--- config.mk ---
export PLATFORM = sky130hd
export DESIGN_NAME = pipeline_ctrl
export DESIGN_NICKNAME = d
export VERILOG_FILES = /design/src/rtl/rv32i_types.sv /design/src/rtl/perf_counter.sv /design/src/rtl/pipeline_ctrl.sv
export SDC_FILE = /design/constraint.sdc
export NUM_CORES = 1
export LEC_CHECK = 0
export CAP_MARGIN = 20
export CORE_MARGIN = 1.5
export CORE_UTILIZATION = 39
export DETAILED_ROUTE_END_ITERATION = 8
export PLACE_DENSITY_LB_ADDON = 0.05
export SLEW_MARGIN = 10
export SYNTH_ARGS = -nofsm -noshare
export SYNTH_HDL_FRONTEND = slang
export SYNTH_SLANG_ARGS = --single-unit
--- constraint.sdc ---
create_clock -name clk -period 1.76 [get_ports clk]
set_input_delay 0.352 -clock clk [delete_from_list [all_inputs] [get_ports clk]]
set_output_delay 0.352 -clock clk [all_outputs]
set_load 0.05 [all_outputs]
--- src/rtl/rv32i_types.sv ---
// Shared RV32I pipeline types.
package rv32i_types;

    typedef enum logic [0:0] {
        RUN    = 1'b0,
        FROZEN = 1'b1
    } pipe_state_t;

endpackage

--- src/rtl/perf_counter.sv ---
// Free-running event counter, wraps modulo 2^W.
module perf_counter #(
    parameter int W = 32
) (
    input  logic         clk,
    input  logic         rst_n,
    input  logic         inc,
    output logic [W-1:0] count
);

    logic [W-1:0] r_count;

    always_ff @(posedge clk or negedge rst_n) begin
        if (!rst_n) begin
            r_count <= '0;
        end else if (inc) begin
            r_count <= r_count + 1'b1;
        end
    end

    assign count = r_count;

endmodule

--- src/rtl/pipeline_ctrl.sv ---
// Stall/flush controller for the five-stage RV32I pipeline: register enables,
// per-stage valid bits and hazard performance counters.
module pipeline_ctrl
    import rv32i_types::*;
#(
    parameter int CNT_W = 32
) (
    input  logic             clk,
    input  logic             rst_n,
    input  logic             imem_read,
    input  logic             imem_resp,
    input  logic             dmem_req,
    input  logic             dmem_resp,
    input  logic             bubble,
    input  logic             redirect,
    output logic             load_pc,
    output logic             pc_redirect,
    output logic             load_if_id,
    output logic             load_id_ex,
    output logic             load_ex_mem,
    output logic             load_mem_wb,
    output logic             valid_id,
    output logic             valid_ex,
    output logic             valid_mem,
    output logic             valid_wb,
    output logic             flush_ex_mem,
    output logic             flush_mem_wb,
    output logic [CNT_W-1:0] cnt_freeze,
    output logic [CNT_W-1:0] cnt_load_use,
    output logic [CNT_W-1:0] cnt_redirect
);

    logic        r_valid_id;
    logic        r_valid_ex;
    logic        r_valid_mem;
    logic        r_valid_wb;
    pipe_state_t r_state;
    pipe_state_t w_state_nxt;
    logic        w_freeze;
    logic        w_lu;
    logic        w_rd;

    // Qualified events; a frozen EX keeps its bubble/redirect for the next cycle.
    assign w_freeze = (imem_read & ~imem_resp) | (dmem_req & r_valid_mem & ~dmem_resp);
    assign w_lu     = bubble & r_valid_ex & ~w_freeze;
    assign w_rd     = redirect & r_valid_ex & ~w_freeze & ~w_lu;

    always_comb begin
        load_pc     = 1'b1;
        load_if_id  = 1'b1;
        load_id_ex  = 1'b1;
        load_ex_mem = 1'b1;
        load_mem_wb = 1'b1;
        pc_redirect = w_rd;
        if (w_freeze) begin
            load_pc     = 1'b0;
            load_if_id  = 1'b0;
            load_id_ex  = 1'b0;
            load_ex_mem = 1'b0;
            load_mem_wb = 1'b0;
        end else if (w_lu) begin
            load_pc     = 1'b0;
            load_if_id  = 1'b0;
            load_id_ex  = 1'b0;
        end
    end

    always_ff @(posedge clk or negedge rst_n) begin
        if (!rst_n) begin
            r_valid_id  <= 1'b0;
            r_valid_ex  <= 1'b0;
            r_valid_mem <= 1'b0;
            r_valid_wb  <= 1'b0;
        end else if (w_freeze) begin
            r_valid_id  <= r_valid_id;
            r_valid_ex  <= r_valid_ex;
            r_valid_mem <= r_valid_mem;
            r_valid_wb  <= r_valid_wb;
        end else if (w_lu) begin
            r_valid_mem <= 1'b0;
            r_valid_wb  <= r_valid_mem;
        end else if (w_rd) begin
            // The branch itself moves on to MEM; the two younger instructions die.
            r_valid_id  <= 1'b0;
            r_valid_ex  <= 1'b0;
            r_valid_mem <= 1'b1;
            r_valid_wb  <= r_valid_mem;
        end else begin
            r_valid_id  <= imem_resp;
            r_valid_ex  <= r_valid_id;
            r_valid_mem <= r_valid_ex;
            r_valid_wb  <= r_valid_mem;
        end
    end

    always_comb begin
        w_state_nxt = r_state;
        case (r_state)
            RUN:     if (w_freeze)  w_state_nxt = FROZEN;
            FROZEN:  if (!w_freeze) w_state_nxt = RUN;
            default: w_state_nxt = RUN;
        endcase
    end

    always_ff @(posedge clk or negedge rst_n) begin
        if (!rst_n) begin
            r_state <= RUN;
        end else begin
            r_state <= w_state_nxt;
        end
    end

    assign valid_id     = r_valid_id;
    assign valid_ex     = r_valid_ex;
    assign valid_mem    = r_valid_mem;
    assign valid_wb     = r_valid_wb;
    assign flush_ex_mem = ~r_valid_mem;
    assign flush_mem_wb = ~r_valid_wb;

    perf_counter #(.W(CNT_W)) u_cnt_freeze (
        .clk   (clk),
        .rst_n (rst_n),
        .inc   (w_freeze),
        .count (cnt_freeze)
    );

    perf_counter #(.W(CNT_W)) u_cnt_load_use (
        .clk   (clk),
        .rst_n (rst_n),
        .inc   (w_lu),
        .count (cnt_load_use)
    );

    perf_counter #(.W(CNT_W)) u_cnt_redirect (
        .clk   (clk),
        .rst_n (rst_n),
        .inc   (w_rd),
        .count (cnt_redirect)
    );

endmodule

==> results.yml, run 1 <==
floorplan:
  start_util_pct: 40.33
  die_area_um2: 12570
  core_um2: 11520
  die_x_um: 112.1
  die_h_um: 112.1
  io_pins: 116
  fp-row-count: 39
outcome:
  failed_checks: "DRC, setup timing"
  run_status: "finished with violations"
finish:
  nFillCells: 1002
  fin_nets: 630
  area_growth_pct: 50.43
  antenna_cells: 0
  final_layout_size_suffix_gt1_share_pct: 47.60
yosys:
  synth.most_common_cell: "dfrtp_1"
  synthCells: 420
  yosys-top-cells-count: "100 x dfrtp_1, 67 x xnor2_1, 44 x nand2_1"
  yosysWarningCount: 0
  synth-seq-cells: 100
  netlist_top_cells_area: "dfrtp_1 54%, xnor2_1 13%, xor2_1 4.9%, nand3_1 3.9%, nand4_1 3.6%"
  syn_avg_cell_area_um2: 11.06
  ys_async_sr_fraction_pct: 100.0
  synth_cell_types: 46
  synthesis.area_um2: 4644
  synth_nets: 431
  yosysTopAreaCell: "dfrtp_1"
  synth_top_area_share_pct: 53.88
  synth_edf_count: 0
  seq_area_frac_synth_pct: 53.88
  ys.flop_type: "dfrtp_1"
setup_path:
  critical_path_class: "reg2out"
  worst_setup_path_start_kind: "flip-flop"
  required_ns: 1.41
  crit_path_end_kind: "output port"
  worstPathArrival_ns: 1.58
  cp_max_fo: 4
global_routing:
  first_global_vias: 3804
  antenna_found_initial: 1
  busiest_layer: "met2"
  use_met2_pct: 30.76
  grt_pass1_wl_mm: 18.98
  overflow: 0
  use_met3_pct: 4.590
  grt_start_max_net_pins: 56
  grt.met1_usage_pct: 24.88
  grtUsageTotal_pct: 18.95
detailed_routing:
  drc_errors: 12
  ant_nets: 0
  vias_per_cell: 4.949
  drt-pass1-iter-count: 6
  num_vias: 3796
  drt_iter0_markers: 136
  routed_wl_mm: 11.51
  wl_per_cell_um: 15.01
placed_design:
  dp_hpwl_mm: 8.466
  place.gp.congestion: 0.8132
  io_buffer_count: 115
clock_network:
  clk_latency_ns: 0.35
  cts_tree: "built"
  h-tree-depth: 3
  cts_buffers: 9
  root_buffer: "clkbuf_16"
  clk_pin_slew_ns: 0.07
  clkSinkCount: 100
  clockBufferDepth: 2
hold_path:
  hp-class: "in2async"
timing:
  drv_slew: 0
  worst_slack_ns: -0.1710
  final-hold-violation-count: 0
  period_share_pct: 109.7
  whs_ns: 0.3420
  slew_headroom_pct: 75.14
  fmaxAchievable_mhz: 517.9
  tightestPinTransition_ns: 0.3716
  setup_tns_ns: -0.9792
  setup_violations: 14
  rsz0062_at_grt: "yes"
  fin_crit_ns: 1.931
  skew_ns: 0.007004
job:
  drv_cap: 0
power_and_ir_drop:
  powerDensity_nw_per_um2: 1005
  p_leak_uw: 0.003394
  power.total_uw: 7019
  peakVddDrop_mv: 0.7251
[through the flow]
step | instance area (um^2) | cells | utilization [%] | setup WS, ns
2_1_floorplan | 4805 | 420 | - | -0.2048
3_3_place_gp | 6372 | 731 | 55.33 | -0.4382
3_5_place_dp | 6372 | 731 | 55.33 | -0.5010
4_1_cts | 6860 | 762 | 59.57 | -0.1964
5_1_grt | 6987 | 767 | 60.67 | -0.2384
6_report | 6987 | 767 | 60.67 | -0.1710
[layout make-up]
class                           instances  area [um^2]  share of cell area (%)
Tap cell                              143        178.9                   2.561
Multi-Input combinational cell        303         2258                   32.32
Inverter                                9        41.29                  0.5910
Clock buffer                           12        246.5                   3.528
Timing Repair Buffer                  196         1679                   24.03
Sequential cell                       100         2557                   36.60
Clock inverter                          4        25.02                  0.3582
[cells in the final DEF, fill, tap and decap left out, types with 3 or more instances in the layout]
| master | Yosys | layout |
|---|---|---|
| and2_1 | 5 | 5 |
| xor2_1 | 26 | 26 |
| dfrtp_1 | 100 | 56 |
| nand2_1 | 44 | 43 |
| clkbuf_16 | 0 | 9 |
| buf_4 | 4 | 165 |
| nor2_4 | 0 | 3 |
| nor3_2 | 1 | 4 |
| dfrtp_2 | 0 | 44 |
| nor2_2 | 1 | 3 |
| buf_6 | 0 | 12 |
| dlygate4sd2_1 | 0 | 4 |
| buf_12 | 0 | 12 |
| nor4_2 | 3 | 4 |
| nand4_1 | 27 | 27 |
| nand3_2 | 1 | 3 |
| o21ai_0 | 3 | 3 |
| inv_1 | 7 | 6 |
| nor4_4 | 2 | 4 |
| xnor2_1 | 67 | 66 |
| nand3_1 | 36 | 33 |
| nor2_1 | 26 | 21 |
| and3_1 | 12 | 10 |
| and4_1 | 10 | 10 |
| or4_4 | 1 | 3 |
[critical path: stages, from the launching register on]
cell      delay [ns]
dfrtp_2         0.42
nand3b_1        0.18
nand2_4         0.09
buf_6           0.13
a21oi_4         0.13
buf_12          0.14
buf_12          0.13
[repair_timing]
item	in CTS	in global routing
gates resized for setup	26	17
pin swaps	15	18
buffers inserted	14	6
endpoints found under the setup margin	19	41
endpoints found under the hold margin	1	0
hold buffers	1	0
[where the power goes]
group,switching [uW],internal [uW],leakage [uW]
logic,1460,944,0.00197
registers,254,2520,0.00130
clock network,840,994,0.000129
total,2560,4460,0.00339
[state kept, by name, summed over array words and instances (netlist names)]
name,cells
u_cnt_load_use.count,32
valid_wb,1
valid_id,1
valid_mem,1
u_cnt_freeze.count,32
u_cnt_redirect.count,32
valid_ex,1
[routing by layer]
metal	routed length, um	share of wire, %
met2	5424	47
met3	581	5.0
met4	184	1.6
met1	5308	46
met5	12	0.10
[worst paths after layout]
check / start / end / slack [ns] / cells past startpoint
setup / recovery: valid_mem / load_if_id / -0.17 / 6
hold / removal: rst_n / u_cnt_freeze.count[21] / 0.34 / 2
setup reg to reg: valid_mem / u_cnt_load_use.count[15] / -0.08 / 7
hold reg to reg: u_cnt_redirect.count[31] / u_cnt_redirect.count[31] / 0.48 / 1
max in group asynchronous: rst_n / u_cnt_load_use.count[7] / 0.92 / 3
min in group clk: imem_resp / valid_id / 0.45 / 3
[logic make-up after synthesis]
family | Yosys count | share of synthesized area [%]
buffers and inverters | 17 | 1.805
adder cells (fa/ha/maj) | 3 | 0.8083
multiplexers | 1 | 0.2155
flip-flops | 100 | 53.88
XOR/XNOR | 93 | 17.54
AND/OR/NAND/NOR | 199 | 24.81
AO/OA/AOI/OAI | 7 | 0.9428
Power figures use the tool's default switching activity.
==> inputs of run 2 (changes only) <==
--- a/config.mk
+++ b/config.mk
@@ -13,4 +13,5 @@
 export SLEW_MARGIN = 10
 export SYNTH_ARGS = -nofsm -noshare
 export SYNTH_HDL_FRONTEND = slang
+export SYNTH_HIERARCHICAL = 1
 export SYNTH_SLANG_ARGS = --single-unit
==> results.yml, run 2 <==
outcome:
  run_status: "finished with violations"
  failed_checks: "DRC, setup timing"
clock_network:
  clk_pin_slew_ns: 0.07
  h-tree-depth: 3
  clockBufferDepth: 2
  clkSinkCount: 100
  cts_tree: "built"
  cts_buffers: 9
  root_buffer: "clkbuf_16"
  clk_latency_ns: 0.34
floorplan:
  start_util_pct: 40.29
  die_x_um: 112.1
  die_h_um: 112.1
  fp-row-count: 39
  io_pins: 116
  die_area_um2: 12560
  core_um2: 11520
setup_path:
  crit_path_end_kind: "flip-flop"
  worst_setup_path_start_kind: "flip-flop"
  r2r_slack_ns: -0.21
  required_ns: 2.02
  cp_max_fo: 3
  reg2reg_to: "u_cnt_redirect/count[19]"
  r2r_cells: 8
  worstPathArrival_ns: 2.23
  r2r-start: "valid_mem"
  critical_path_class: "reg2reg"
detailed_routing:
  drt_iter0_markers: 178
  drt-pass1-iter-count: 7
  ant_nets: 0
  vias_per_cell: 5.035
  routed_wl_mm: 11.57
  drc_errors: 9
  num_vias: 3766
  wl_per_cell_um: 15.46
timing:
  worst_slack_ns: -0.2085
  drv_slew: 0
  fmaxAchievable_mhz: 508.0
  skew_ns: 0.006690
  fin_crit_ns: 1.969
  setup_violations: 58
  rsz0062_at_grt: "yes"
  final-hold-violation-count: 0
  tightestPinTransition_ns: 0.4817
  setup_tns_ns: -5.695
  slew_headroom_pct: 67.81
  whs_ns: 0.4800
  period_share_pct: 111.8
hold_path:
  min_to: "u_cnt_redirect/count[31]"
  whs_path_depth: 1
  hp-class: "reg2reg"
  min_from: "u_cnt_redirect/count[31]"
yosys:
  yosysTopAreaCell: "dfrtp_1"
  synth_top_area_share_pct: 53.94
  synth_nets: 410
  synth.most_common_cell: "dfrtp_1"
  ys.flop_type: "dfrtp_1"
  synthCells: 399
  yosysWarningCount: 6
  syn_avg_cell_area_um2: 11.63
  netlist_top_cells_area: "dfrtp_1 54%, xnor2_1 11%, xor2_1 6.8%, nand4_1 4.0%, nand3_1 3.1%"
  ys_async_sr_fraction_pct: 100.0
  synth_edf_count: 0
  synth_cell_types: 34
  yosys-top-cells-count: "100 x dfrtp_1, 57 x xnor2_1, 36 x xor2_1"
  synth-seq-cells: 100
  seq_area_frac_synth_pct: 53.94
  synthesis.area_um2: 4639
placed_design:
  io_buffer_count: 115
  dp_hpwl_mm: 8.167
  placed_area_um2: 6419
  place.gp.congestion: 0.8187
  pre_cts_ws_ns: -0.7883
finish:
  register_area_um2: 2524
  stdcell_area_um2: 7278
  final_cell_mix: "165 x buf_4, 83 x dfrtp_1, 55 x xnor2_1"
  nFillCells: 980
  area_growth_pct: 56.88
  fin_nets: 611
  multiInputGateArea_um2: 2582
  final_layout_size_suffix_gt1_share_pct: 50.25
  antenna_cells: 0
  layout_commonest_cell: "buf_4"
power_and_ir_drop:
  combPwrFrac_pct: 33.6
  switching_share_pct: 36.41
  net-switching-power_uw: 2628
  pwr-share-clk_pct: 27.5
  peakVddDrop_mv: 0.7827
  powerDensity_nw_per_um2: 991.8
  power.total_uw: 7218
  power.internal_uw: 4590
  seqPwrFrac_pct: 38.9
  p_leak_uw: 0.003615
job:
  drv_cap: 0
global_routing:
  antenna_found_initial: 0
  first_global_vias: 3789
  overflow: 0
  grt_pass1_wl_mm: 18.69
  grt_start_max_net_pins: 33
  grtUsageTotal_pct: 18.75
run 2: cell types whose count changed after synthesis, sizes merged, moves of 4 or more:
| cell | delta |
|---|---|
| buf | -4 |
| nand2 | -14 |
| nand3 | -8 |
| nand4 | +4 |
| nor2 | -17 |
| nor3 | +7 |
| nor4 | +10 |
| xnor2 | -10 |
| xor2 | +10 |
run 2: metal layers:
layer / track usage, % / wire [um]
met5: 0 / 0
met4: 7.764 / 219
met3: 4.536 / 525
met2: 30.29 / 5707
met1: 24.40 / 5114
run 2: cells by family (layout without fill, tap and decap cells):
kind of cell	Yosys count	count (layout)	share of synthesized area [%]
AND/OR/NAND/NOR	180	180	24.49
flip-flops	100	100	53.94
XOR/XNOR	93	93	17.56
buffers and inverters	14	220	1.429
AO/OA/AOI/OAI	6	6	1.052
adder cells (fa/ha/maj)	3	3	0.8091
multiplexers	3	3	0.7281
run 2: worst max-delay path by stage:
stage,startpoint,slack (ns),to
after floorplan,valid_mem,-0.50,u_cnt_load_use/count[23]
after global placement,imem_resp,-0.72,u_cnt_load_use/count[24]
after detailed placement,dmem_resp,-0.79,u_cnt_load_use/count[24]
after CTS,valid_mem,-0.22,u_cnt_redirect/count[19]
after global routing,valid_mem,-0.30,u_cnt_redirect/count[19]
final,valid_mem,-0.21,u_cnt_redirect/count[19]
run 2: power groups by stage:
| stage | logic [uW] | clock network (uW) | registers [uW] |
|---|---|---|---|
| finish | 2430 | 1990 | 2810 |
| global placement | 2260 | 0 | 2840 |
| detailed placement | 2290 | 0 | 2840 |
| global route | 2550 | 2140 | 2850 |
| floorplan | 592 | 0 | 3570 |
| CTS | 2350 | 2060 | 2810 |
run 2: metrics by stage:
stage               cells  utilization [%]
floorplan             399                -
global placement      713            55.74
detailed placement    713            55.74
CTS                   739            60.15
global route          748            63.20
finish                748            63.20
run 2: area by class of cell:
class                   count  share of cell area (%)
clock buffers              12                   3.387
clock inverters             4                  0.6704
inverters                  11                  0.8080
multi-input cells         285                   35.48
flip-flops and latches    100                   34.67
well taps                 143                   2.458
repair buffers            193                   22.52
run 2: repair_timing:
item | 4_1_cts | 5_1_grt
hold endpoints to repair | 29 | 0
pin swaps | 24 | 32
hold buffers | 1 | 0
gates resized for setup | 35 | 56
endpoints found under the setup margin | 81 | 79
setup buffers | 10 | 9
run 2: critical path, stage by stage (launching register included):
cell and delay (ns):
dfrtp_2 0.43, nand3b_4 0.11, nand2_8 0.08, inv_12 0.05, and3_4 0.21, nand4_4 0.08, or4_4 0.54, nor3b_2 0.21
xor2_1 0.17
==> inputs of run 3 (changes only) <==
--- a/config.mk
+++ b/config.mk
@@ -10,6 +10,7 @@
 export CORE_UTILIZATION = 39
 export DETAILED_ROUTE_END_ITERATION = 8
 export PLACE_DENSITY_LB_ADDON = 0.05
+export SKIP_CTS_REPAIR_TIMING = 1
 export SLEW_MARGIN = 10
 export SYNTH_ARGS = -nofsm -noshare
 export SYNTH_HDL_FRONTEND = slang
==> results.yml, run 3 (synthesis gave the netlist of run 2 again) <==
outcome:
  run_status: "finished with violations"
  failed_checks: "DRC, setup timing"
timing:
  worst_slack_ns: -0.2695
  final-hold-violation-count: 0
  skew_ns: 0.007050
  period_share_pct: 115.3
  tightestPinTransition_ns: 0.6759
  rsz0062_at_grt: "yes"
  drv_slew: 0
  fmaxAchievable_mhz: 492.7
  slew_headroom_pct: 54.83
  fin_crit_ns: 2.030
  setup_violations: 56
floorplan:
  fp-row-count: 39
  die_area_um2: 12560
  start_util_pct: 40.29
  io_pins: 116
  core_um2: 11520
  die_x_um: 112.1
  die_h_um: 112.1
detailed_routing:
  num_vias: 3762
  drt_iter0_markers: 163
  drc_errors: 9
  vias_per_cell: 5.050
  drt-pass1-iter-count: 7
  ant_nets: 0
  wl_per_cell_um: 15.52
  routed_wl_mm: 11.57
power_and_ir_drop:
  peakVddDrop_mv: 0.7821
  p_leak_uw: 0.003603
  power.total_uw: 7215
  powerDensity_nw_per_um2: 991.8
setup_path:
  critical_path_class: "reg2reg"
  r2r_slack_ns: -0.27
  worst_setup_path_start_kind: "flip-flop"
  cp-startpoint: "valid_mem"
  cp_max_fo: 5
  worstPathArrival_ns: 2.29
  required_ns: 2.02
  r2r-start: "valid_mem"
  crit_path_end_kind: "flip-flop"
finish:
  stdcell_area_um2: 7274
  antenna_cells: 0
  final_cell_mix: "162 x buf_4, 83 x dfrtp_1, 54 x xnor2_1"
  layout_commonest_cell: "buf_4"
  fin_nets: 608
  area_growth_pct: 56.80
  final_layout_size_suffix_gt1_share_pct: 50.33
placed_design:
  dp_hpwl_mm: 8.167
  place.gp.congestion: 0.8187
  io_buffer_count: 115
  pre_cts_ws_ns: -0.7883
  placed_area_um2: 6419
clock_network:
  h-tree-depth: 3
  cts_buffers: 9
  clk_latency_ns: 0.34
  cts_tree: "built"
  clkSinkCount: 100
  clk_pin_slew_ns: 0.06
  clockBufferDepth: 2
  root_buffer: "clkbuf_16"
global_routing:
  grtUsageTotal_pct: 18.21
  grt_start_max_net_pins: 33
  grt_pass1_wl_mm: 18.16
  antenna_found_initial: 0
  overflow: 0
  first_global_vias: 3699
hold_path:
  hp-class: "in2reg"
  min_from: "imem_resp"
job:
  drv_cap: 0
run 3: final cells by class:
type,instances,area [um^2]
fillers,980,4242
clock buffers,12,246.5
clock inverters,4,48.80
flip-flops and latches,100,2524
well taps,143,178.9
inverters,11,58.81
multi-input cells,285,2586
repair buffers,190,1632
run 3: stage by stage:
step | cells | hold WS [ns] | setup TNS, ns | util (%)
floorplan | 399 | 0.05641 | -14.83 | -
global placement | 713 | 0.3401 | -39.89 | 55.74
CTS | 729 | -0.03355 | -13.39 | 58.30
detailed placement | 713 | 0.3442 | -43.62 | 55.74
finish | 745 | 0.4007 | -5.310 | 63.17
global route | 745 | 0.4396 | -12.31 | 63.17
run 3: where the power goes:
part	switching (uW)	internal, uW	total, uW
logic	1490	925	2420
registers	289	2520	2810
clock network	845	1140	1990
total	2630	4590	7220
run 3: worst max-delay path, stage by stage, from the launching register on:
cell and delay [ns]:
dfrtp_2 0.43, nand3b_4 0.12, nand2_8 0.08, inv_12 0.05, and3_4 0.23, nand4_4 0.11
or4_4 0.55, nor3b_2 0.21, xor2_1 0.17
run 3: path summary, 6_finish.rpt:
kind,endpoint,depth (start not counted)
max,u_cnt_redirect/count[19],8
min,valid_id,3
max reg2reg,u_cnt_redirect/count[19],8
min reg2reg,u_cnt_redirect/count[31],1
max in group asynchronous,u_cnt_freeze/count[10],3
min in group asynchronous,u_cnt_load_use/count[18],2
run 3: layer usage:
metal	up-vias	global-route usage (%)	part of all wire [%]
li1	1822	-	-
met1	1848	23.97	43
met2	75	28.56	50
met3	17	4.536	4.6
met4	0	8.439	2.3
met5	-	0	0
==> edit (settings of run 1) <==
Register the inputs `imem_read`, `imem_resp`, `dmem_req`, `dmem_resp`, `bubble` and `redirect` before use, without a reset. The logic sees them one clock later. Comments in the files are not updated.
--- a/src/rtl/pipeline_ctrl.sv
+++ b/src/rtl/pipeline_ctrl.sv
@@ -31,4 +31,20 @@
 );
 
+    logic imem_read_q;
+    logic imem_resp_q;
+    logic dmem_req_q;
+    logic dmem_resp_q;
+    logic bubble_q;
+    logic redirect_q;
+
+    always_ff @(posedge clk) begin
+        imem_read_q <= imem_read;
+        imem_resp_q <= imem_resp;
+        dmem_req_q  <= dmem_req;
+        dmem_resp_q <= dmem_resp;
+        bubble_q    <= bubble;
+        redirect_q  <= redirect;
+    end
+
     logic        r_valid_id;
     logic        r_valid_ex;
@@ -42,7 +58,7 @@
 
     // Qualified events; a frozen EX keeps its bubble/redirect for the next cycle.
-    assign w_freeze = (imem_read & ~imem_resp) | (dmem_req & r_valid_mem & ~dmem_resp);
-    assign w_lu     = bubble & r_valid_ex & ~w_freeze;
-    assign w_rd     = redirect & r_valid_ex & ~w_freeze & ~w_lu;
+    assign w_freeze = (imem_read_q & ~imem_resp_q) | (dmem_req_q & r_valid_mem & ~dmem_resp_q);
+    assign w_lu     = bubble_q & r_valid_ex & ~w_freeze;
+    assign w_rd     = redirect_q & r_valid_ex & ~w_freeze & ~w_lu;
 
     always_comb begin
@@ -87,5 +103,5 @@
             r_valid_wb  <= r_valid_mem;
         end else begin
-            r_valid_id  <= imem_resp;
+            r_valid_id  <= imem_resp_q;
             r_valid_ex  <= r_valid_id;
             r_valid_mem <= r_valid_ex;
Function: changed (Yosys sat finds a counterexample within 4 cycles, from zero or initial values and one cycle with rst_n low).
==> edit against run 1 <==
  * Synthesized area rose by 7.5%
  * Final area up 2.2%
  * Via count up 5.2%
  * Combinational power is 14% lower
  * Critical path depth down 1
  * Sequential share of layout area grew 0.96 points
  * Highest routed layer is now met4
  * Routed wire length is 6.2% higher
  * Critical path type unchanged
  * The flow finishes with violations (setup timing)
  * Critical endpoint is now pc_redirect
  * Worst setup slack lost 0.077 ns
  * Register-to-register slack got worse by 0.10 ns
  * Sequential cell count up 6
  * Maximum frequency is 3.8% lower
  * Power down 2.0%
==> edit: results <==
{
  "finalClockSkew_ns": 0.00865,
  "antenna_found_initial": 0,
  "leakage_nw": 3.47,
  "dp_hpwl_um": 8530,
  "worst_pin_slew_ns": 0.392,
  "n_antenna_cell": 0,
  "post-place-cells": 758,
  "grt_pass1_wl_um": 19600,
  "clock_latency_ns": 0.35,
  "via_per_inst": 5.08,
  "synth_commonest_cells": "dfrtp_1 (100), xnor2_1 (50), xor2_1 (43), nand2_1 (37), nand3_1 (34)",
  "setup_viol": 30,
  "synth_warnings": 0,
  "worstPathArrival_ns": 1.66,
  "synth_fp_nets": 458,
  "seq_area_frac_synth": 0.525,
  "num_vias": 3994,
  "grt_pass1_vias": 3928,
  "first_pass_iters": 4,
  "synthArstFlopShare": 0.943,
  "synth.most_common_cell": "dfrtp_1",
  "htreeDepth": 3,
  "ys_types": 41,
  "fin_nets": 620,
  "clockBufferDepth": 2,
  "drive_gt1_frac": 0.438,
  "clk_pin_slew_worst_paths_ns": 0.06,
  "violations": "setup timing",
  "drt_iter0_drc": 149,
  "track_usage": 0.186,
  "synthTopCellsByArea": "dfrtp_1 (50%), xnor2_1 (8.8%), xor2_1 (7.5%)",
  "fill_cells": 1076,
  "status": "finished, violations left",
  "ir_worst_vdd_mv": 0.885,
  "rr_worst_depth": 6,
  "wl_um": 12200,
  "synth_area_per_cell_um2": 11.2,
  "crit_fanout": 2,
  "clock-root-buffer": "clkbuf_16",
  "fin_ws_ns": -0.248,
  "place.gp.congestion": 0.756,
  "cts_buffers": 9,
  "grt_max_degree": 55
}
[edit: path summary, 6_finish.rpt]
kind                                                      start                                    to  slack [ns]
setup reg to reg                          valid_mem$_DFFE_PN0P_  u_cnt_load_use.count[28]$_DFFE_PN0P_       -0.18
hold / removal                                            rst_n  u_cnt_load_use.count[21]$_DFFE_PN0P_        0.34
max in group asynchronous                                 rst_n     u_cnt_freeze.count[6]$_DFFE_PN0N_        0.92
min in group clk                                      imem_resp                   imem_resp_q$_DFF_P_        0.45
hold reg to reg            u_cnt_load_use.count[18]$_DFFE_PN0P_  u_cnt_load_use.count[18]$_DFFE_PN0P_        0.47
setup / recovery                          valid_mem$_DFFE_PN0P_                           pc_redirect       -0.25
[edit: report_power, final]
| part | internal, mW | switching, mW |
|---|---|---|
| Combinational | 0.735 | 1.35 |
| Sequential | 2.65 | 0.238 |
| Clock | 1.04 | 0.868 |
[edit: repair_timing]
action	in CTS	in global routing
hold endpoints to repair	1	0
hold buffers	1	0
resized for setup	13	20
setup endpoints to repair	12	47
cloned	0	2
pin swaps	9	5
setup buffers	5	4
[edit: layer usage]
metal / global-route usage / up-vias / wire (um)
li1: - / 1904 / -
met1: 0.251 / 1997 / 5690
met2: 0.298 / 80 / 5780
met3: 0.0384 / 13 / 561
met4: 0.0691 / 0 / 186
met5: 0 / - / 0
[edit: metrics by stage]
stage	power, mW	setup TNS (ns)	area, um^2	worst slack (ns)	util
6_report	6.88	-2.91	7140	-0.248	0.568
5_1_grt	7.18	-5.18	7140	-0.300	0.568
4_1_cts	6.93	-2.74	7000	-0.246	0.557
3_5_place_dp	4.96	-0.0867	6620	-0.0465	0.527
3_3_place_gp	4.95	0	6620	0.0150	0.527
2_1_floorplan	4.14	-9.16	5210	-0.277	-
[edit: critical path: stages, from the launching register on]
cell and delay, ns:
dfrtp_2 0.40, and3b_1 0.19, buf_6 0.12, or3_4 0.34, clkinvlp_4 0.11, buf_8 0.14
[edit: final cells by class]
cell class	instances	area share
flip-flops and latches	106	0.376
clock inverters	2	0.00175
multi-input cells	307	0.343
inverters	17	0.0112
clock buffers	14	0.0370
well taps	172	0.0301
repair buffers	168	0.201
[edit: kinds of logic (layout without fill, tap and decap cells)]
| family | after synthesis | in the layout | synth area share |
|---|---|---|---|
| adder cells (fa/ha/maj) | 3 | 3 | 0.00752 |
| buffers and inverters | 34 | 201 | 0.0356 |
| flip-flops | 106 | 106 | 0.525 |
| AND/OR/NAND/NOR | 196 | 196 | 0.247 |
| multiplexers | 2 | 2 | 0.00451 |
| AO/OA/AOI/OAI | 13 | 13 | 0.0170 |
| XOR/XNOR | 93 | 93 | 0.163 |
